===== config.mk =====
export PLATFORM = sky130hd
export DESIGN_NAME = psg_bus_writer
export DESIGN_NICKNAME = d
export VERILOG_FILES = /design/src/rtl/psg_bus_writer.sv
export SDC_FILE = /design/constraint.sdc
export NUM_CORES = 1
export LEC_CHECK = 0
export CORE_MARGIN = 10
export CORE_UTILIZATION = 60
export DETAILED_ROUTE_END_ITERATION = 16
export GPL_TIMING_DRIVEN = 0
export PLACE_DENSITY_LB_ADDON = 0.05
export SLEW_MARGIN = 25
export SYNTH_ARGS = -nofsm -noshare
export SYNTH_HDL_FRONTEND = slang
export SYNTH_SLANG_ARGS = --single-unit

===== constraint.sdc =====
create_clock -name clk -period 7.4 [get_ports clk]
set_clock_uncertainty 0.15 [all_clocks]
set_input_delay 1.48 -clock clk [delete_from_list [all_inputs] [get_ports clk]]
set_output_delay 1.48 -clock clk [all_outputs]
set_load 0.01 [all_outputs]

===== src/rtl/psg_bus_writer.sv =====
// Command FIFO plus byte sequencer that drives SN76489-style /WE + 8-bit data writes.
// Optional macro PSG_SKIP_REDUNDANT_EN drops tone data bytes that would repeat the last write.
module psg_bus_writer #(
    parameter int unsigned FIFO_DEPTH = 4,
    parameter int unsigned WE_CYCLES  = 1,
    parameter int unsigned GAP_CYCLES = 1
) (
    input  logic                          clk,
    input  logic                          rst_n,
    input  logic                          cmd_valid,
    output logic                          cmd_ready,
    input  logic [2:0]                    cmd_reg,
    input  logic [9:0]                    cmd_value,
    output logic [7:0]                    psg_data,
    output logic                          psg_we_n,
    output logic                          busy,
    output logic [$clog2(FIFO_DEPTH):0]   fifo_level
);

    localparam int unsigned PTR_W = $clog2(FIFO_DEPTH);
    localparam int unsigned LVL_W = PTR_W + 1;
    localparam int unsigned ENT_W = 13;
    localparam int unsigned MAX_C = (WE_CYCLES > GAP_CYCLES) ? WE_CYCLES : GAP_CYCLES;
    localparam int unsigned CNT_W = $clog2(MAX_C + 1);
    localparam logic [CNT_W-1:0] WE_LOAD  = CNT_W'(WE_CYCLES - 1);
    localparam logic [CNT_W-1:0] GAP_LOAD = CNT_W'(GAP_CYCLES - 1);
    localparam logic [LVL_W-1:0] LVL_FULL = LVL_W'(FIFO_DEPTH);

    typedef enum logic [2:0] {S_IDLE, S_LATCH, S_GAP1, S_DATA, S_GAP2} state_t;

    state_t             state;
    logic [CNT_W-1:0]   cnt;
    logic [ENT_W-1:0]   fifo_mem [FIFO_DEPTH];
    logic [PTR_W-1:0]   wr_ptr, rd_ptr;
    logic [LVL_W-1:0]   level_nxt;
    logic               push, pop, last, to_idle, idle_nxt;
    logic [2:0]         head_reg;
    logic [9:0]         head_val;
    logic               head_tone, head_skip;
    logic [7:0]         head_latch, head_data;
    logic [7:0]         work_latch, work_data;
    logic               work_two;

    assign push      = cmd_valid && cmd_ready;
    assign pop       = (state == S_IDLE) && (fifo_level != '0);
    assign level_nxt = fifo_level + LVL_W'(push) - LVL_W'(pop);

    // Command encoding of the FIFO head
    assign head_reg   = fifo_mem[rd_ptr][12:10];
    assign head_val   = fifo_mem[rd_ptr][9:0];
    assign head_tone  = !head_reg[0] && (head_reg[2:1] != 2'b11);
    assign head_latch = (head_reg == 3'b110) ? {1'b1, head_reg, 1'b0, head_val[2:0]}
                                             : {1'b1, head_reg, head_val[3:0]};
    assign head_data  = {2'b00, head_val[9:4]};

    assign last     = (cnt == '0);
    assign to_idle  = ((state == S_GAP1) && last && !work_two) || ((state == S_GAP2) && last);
    assign idle_nxt = ((state == S_IDLE) && !pop) || to_idle;

    always_ff @(posedge clk) begin
        if (push) fifo_mem[wr_ptr] <= {cmd_reg, cmd_value};
    end

    always_ff @(posedge clk or negedge rst_n) begin
        if (!rst_n) begin
            wr_ptr     <= '0;
            rd_ptr     <= '0;
            fifo_level <= '0;
        end else begin
            if (push) wr_ptr <= wr_ptr + PTR_W'(1);
            if (pop)  rd_ptr <= rd_ptr + PTR_W'(1);
            fifo_level <= level_nxt;
        end
    end

    // Sequencer; bus outputs follow the state by one clock so strobe widths equal state durations
    always_ff @(posedge clk or negedge rst_n) begin
        if (!rst_n) begin
            state      <= S_IDLE;
            cnt        <= '0;
            work_latch <= '0;
            work_data  <= '0;
            work_two   <= 1'b0;
            psg_we_n   <= 1'b1;
            psg_data   <= '0;
            busy       <= 1'b0;
            cmd_ready  <= 1'b1;
        end else begin
            busy      <= (level_nxt != '0) || !idle_nxt;
            cmd_ready <= (level_nxt != LVL_FULL);
            psg_we_n  <= !((state == S_LATCH) || (state == S_DATA));
            if (state == S_LATCH) psg_data <= work_latch;
            if (state == S_DATA)  psg_data <= work_data;
            case (state)
                S_IDLE: begin
                    if (pop) begin
                        work_latch <= head_latch;
                        work_data  <= head_data;
                        work_two   <= head_tone && !head_skip;
                        cnt        <= WE_LOAD;
                        state      <= S_LATCH;
                    end
                end
                S_LATCH: begin
                    if (last) begin
                        cnt   <= GAP_LOAD;
                        state <= S_GAP1;
                    end else begin
                        cnt <= cnt - CNT_W'(1);
                    end
                end
                S_GAP1: begin
                    if (last) begin
                        cnt   <= WE_LOAD;
                        state <= work_two ? S_DATA : S_IDLE;
                    end else begin
                        cnt <= cnt - CNT_W'(1);
                    end
                end
                S_DATA: begin
                    if (last) begin
                        cnt   <= GAP_LOAD;
                        state <= S_GAP2;
                    end else begin
                        cnt <= cnt - CNT_W'(1);
                    end
                end
                S_GAP2: begin
                    if (last) state <= S_IDLE;
                    else      cnt   <= cnt - CNT_W'(1);
                end
                default: state <= S_IDLE;
            endcase
        end
    end

`ifdef PSG_SKIP_REDUNDANT_EN
    logic [5:0] shadow [3];
    logic [2:0] shadow_vld;
    logic [1:0] work_ch;

    always_comb begin
        head_skip = 1'b0;
        case (head_reg)
            3'b000:  head_skip = shadow_vld[0] && (shadow[0] == head_val[9:4]);
            3'b010:  head_skip = shadow_vld[1] && (shadow[1] == head_val[9:4]);
            3'b100:  head_skip = shadow_vld[2] && (shadow[2] == head_val[9:4]);
            default: head_skip = 1'b0;
        endcase
    end

    // Shadows track the high bits the PSG actually received
    always_ff @(posedge clk or negedge rst_n) begin
        if (!rst_n) begin
            shadow_vld <= '0;
            work_ch    <= '0;
            for (int i = 0; i < 3; i++) shadow[i] <= '0;
        end else begin
            if (pop) work_ch <= head_reg[2:1];
            if (state == S_DATA) begin
                case (work_ch)
                    2'd0: begin shadow[0] <= work_data[5:0]; shadow_vld[0] <= 1'b1; end
                    2'd1: begin shadow[1] <= work_data[5:0]; shadow_vld[1] <= 1'b1; end
                    2'd2: begin shadow[2] <= work_data[5:0]; shadow_vld[2] <= 1'b1; end
                    default: ;
                endcase
            end
        end
    end
`else
    assign head_skip = 1'b0;
`endif

endmodule


==> results.cfg <==
[floorplan]
dieArea_mm2 = 0.009216
die_w_um = 96
initial_utilization = 0.6256
rows = 27
ios = 30
die_h_um = 96
core-area_mm2 = 0.005540

[setup_path]
crit_path_end_kind = flop
crit_type = input pin to flop
crit_path_max_fanout = 5
worstRegToRegCells = 12
cp-start-kind = input pin
required_ns = 7.48
critPathArrivalTime_ns = 4.00

[timing]
rsz0062_at_grt = false
fmax_ghz = 0.2550
tightest_slew_ns = 0.6985
finalCritPeriodShare = 0.5299
layout_setup_ws_ns = 3.479
finalSetupTns_ns = 0
holdWs_ns = 0.3205
max_slew_margin = 0.5343
hold_viol = 0
drv_slew = 0
fin_crit_ns = 3.921
setup_viol = 0

[synth]
ys.flop_type = edfxtp_1
avgSynthCellArea_um2 = 18.05
async_flop_share = 0.4091
synth_nets = 215
synth_area_leaders = edfxtp_1 45%, dfrtp_1 25%, mux4_2 8.4%, mux2_2 2.9%, mux2_4 2.6%
yosys.area_share.simple = 0.04621
synth_top_family_by_area = multiplexers
synth_compound_area_frac = 0.02166
synth_area_mm2 = 0.003466
yosysTopAreaCellShare = 0.4505
synthMuxAreaShare = 0.1570
synth_adder_area_share = 0.02744
synth_cell_type_count = 32
synthXorXnorAreaFrac = 0.01264
synth_cells = 192
yosysWarnings = 0
synth_edf_count = 52
ys_top_cells_by_count = 52 x edfxtp_1, 34 x dfrtp_1, 13 x mux4_2, 13 x nand2_1
synth_top_area_cell = edfxtp_1
ys_seq_area_frac = 0.7112
synth.most_common_cell = edfxtp_1
synth-seq-cells = 88

[cells_and_area]
multi_input_area_um2 = 918.4
fin_area_mm2 = 0.004055
area_growth_pct = 17.00
drive_gt1_frac = 0.2269
finalNonFillerCells = 310
n_antenna_cell = 0
fin_nets = 256
finish.utilization = 0.7319
seq_area_mm2 = 0.002465
fillerInstances = 365

[drt]
vias = 1751
vias_per_cell = 5.648
final_antenna_net_count = 0
wl_per_cell_um = 19.05
wl_met3_um = 328
highest_layer = met4
routed-wl-met2_mm = 2.944
routed_wl_mm = 5.906
drt_iter0_drc = 102
drc = 0
drt-met1-wl_mm = 2.538
first_pass_iters = 4

[place]
place_area_mm2 = 0.003861
place.detailed.hpwl_mm = 3.968
port_buffers = 29
gp_congestion = 0.7134
dp_slack_ns = 3.100
dp_cells = 294

[worst_hold_path]
whs_path_depth = 1
hp-class = flop to flop

[power_and_ir_drop]
internal-power_mw = 1.203
p_leak_nw = 1.540
clockPowerShare = 0.185
switching_share = 0.3144
comb_power_share = 0.381
switchingPower_mw = 0.5518
power.density_mw_per_mm2 = 432.8
max-vdd-ir-drop_uv = 221.4
seqPwrFrac = 0.434
total_power_mw = 1.755

[clock_network]
cts_tree = built
cts-root-buf = clkbuf_8
htree_levels = 3
clk_latency_ns = 0.36
cts_buffer_depth = 2
clkTransAtPathRegs_ns = 0.09
cts_buffers = 9
cts_hold_buf = 0
postCtsSetupBuffers = 0
clock_sinks = 88
postCtsResizedCells = 0

[global_routing]
grt_pass1_vias = 1889
grt_max_degree = 30
antenna_found_initial = 0
grt-ovfl-total = 0
grt_pass1_wl_mm = 9.494
track_usage = 0.1397

[status]
outcome = complete, no violations

[flow_run]
drv_cap = 0
## worst paths after layout
kind	slack, ns	start	to
worst min-delay path	0.32	work_latch[7]$_DFFE_PN0P_	work_latch[7]$_DFFE_PN0P_
worst max register to register	3.86	fifo_level[0]$_DFF_PN0_	busy$_DFF_PN0_
max in group asynchronous	5.81	rst_n	psg_we_n$_DFF_PN1_
min in group asynchronous	0.81	rst_n	busy$_DFF_PN0_
worst max-delay path	3.48	cmd_valid	busy$_DFF_PN0_
worst min register to register	0.32	work_latch[7]$_DFFE_PN0P_	work_latch[7]$_DFFE_PN0P_
## registers in the layout, summed over array words and instances, names as in the netlist
register / count
work_latch: 8
cmd_ready: 1
psg_data: 8
work_two: 1
rd_ptr: 2
fifo_mem: 52
fifo_level: 3
psg_we_n: 1
wr_ptr: 2
work_data: 6
state: 3
busy: 1
## power groups by stage
stage | logic [mW] | clock network (mW) | registers, mW
2_1_floorplan | 0.464 | 0 | 0.765
3_3_place_gp | 0.646 | 0 | 0.758
3_5_place_dp | 0.674 | 0 | 0.772
4_1_cts | 0.679 | 0.332 | 0.762
5_1_grt | 0.731 | 0.356 | 0.776
6_report | 0.669 | 0.324 | 0.762
## worst max-delay path, stage by stage
cell             delay, ns
clkdlybuf4s50_1       0.54
nand2_1               0.14
ha_1                  0.30
inv_1                 0.04
ha_1                  0.18
fa_1                  0.38
xnor2_1               0.20
xnor2_1               0.12
or4b_2                0.64
## layout make-up
class | count | share of cell area
Tap cell | 72 | 0.02222
Multi-Input combinational cell | 89 | 0.2265
Clock inverter | 7 | 0.01728
Clock buffer | 9 | 0.03055
Timing Repair Buffer | 30 | 0.07529
Inverter | 7 | 0.006479
Sequential cell | 88 | 0.6078
Buffer | 8 | 0.01388
## logic make-up after synthesis
family                     count (synthesis)
DFF                                       88
buffers and inverters                     15
AOI/OAI and AO/OA                         13
muxes                                     34
xor gates and xnor gates                   5
adders and majority gates                  7
and+or+nand+nor                           30
## cell usage in the layout (no fill, tap or decap), types with 2 or more instances in the layout
master,Yosys,routed
clkdlybuf4s50_1,0,28
inv_1,7,7
mux4_2,13,13
nor3b_1,2,2
dfstp_2,2,2
mux2i_1,6,6
clkbuf_1,3,3
mux2_2,9,9
nor3_1,2,2
clkbuf_8,0,9
or2b_1,2,2
and3_1,4,4
o21ai_0,9,9
dfrtp_1,34,34
nand2_1,13,13
buf_2,2,3
mux2_4,6,6
clkinvlp_4,0,3
edfxtp_1,52,52
xnor2_1,4,4
ha_1,6,6
buf_12,1,2
nor2_1,3,3
## metal layers
metal / vias up / GRT usage
li1: 800 / -
met1: 898 / 0.1696
met2: 44 / 0.2248
met3: 9 / 0.04125
met4: 0 / 0.06634
met5: - / 0
Note: power is estimated with default switching activity, not from simulation.
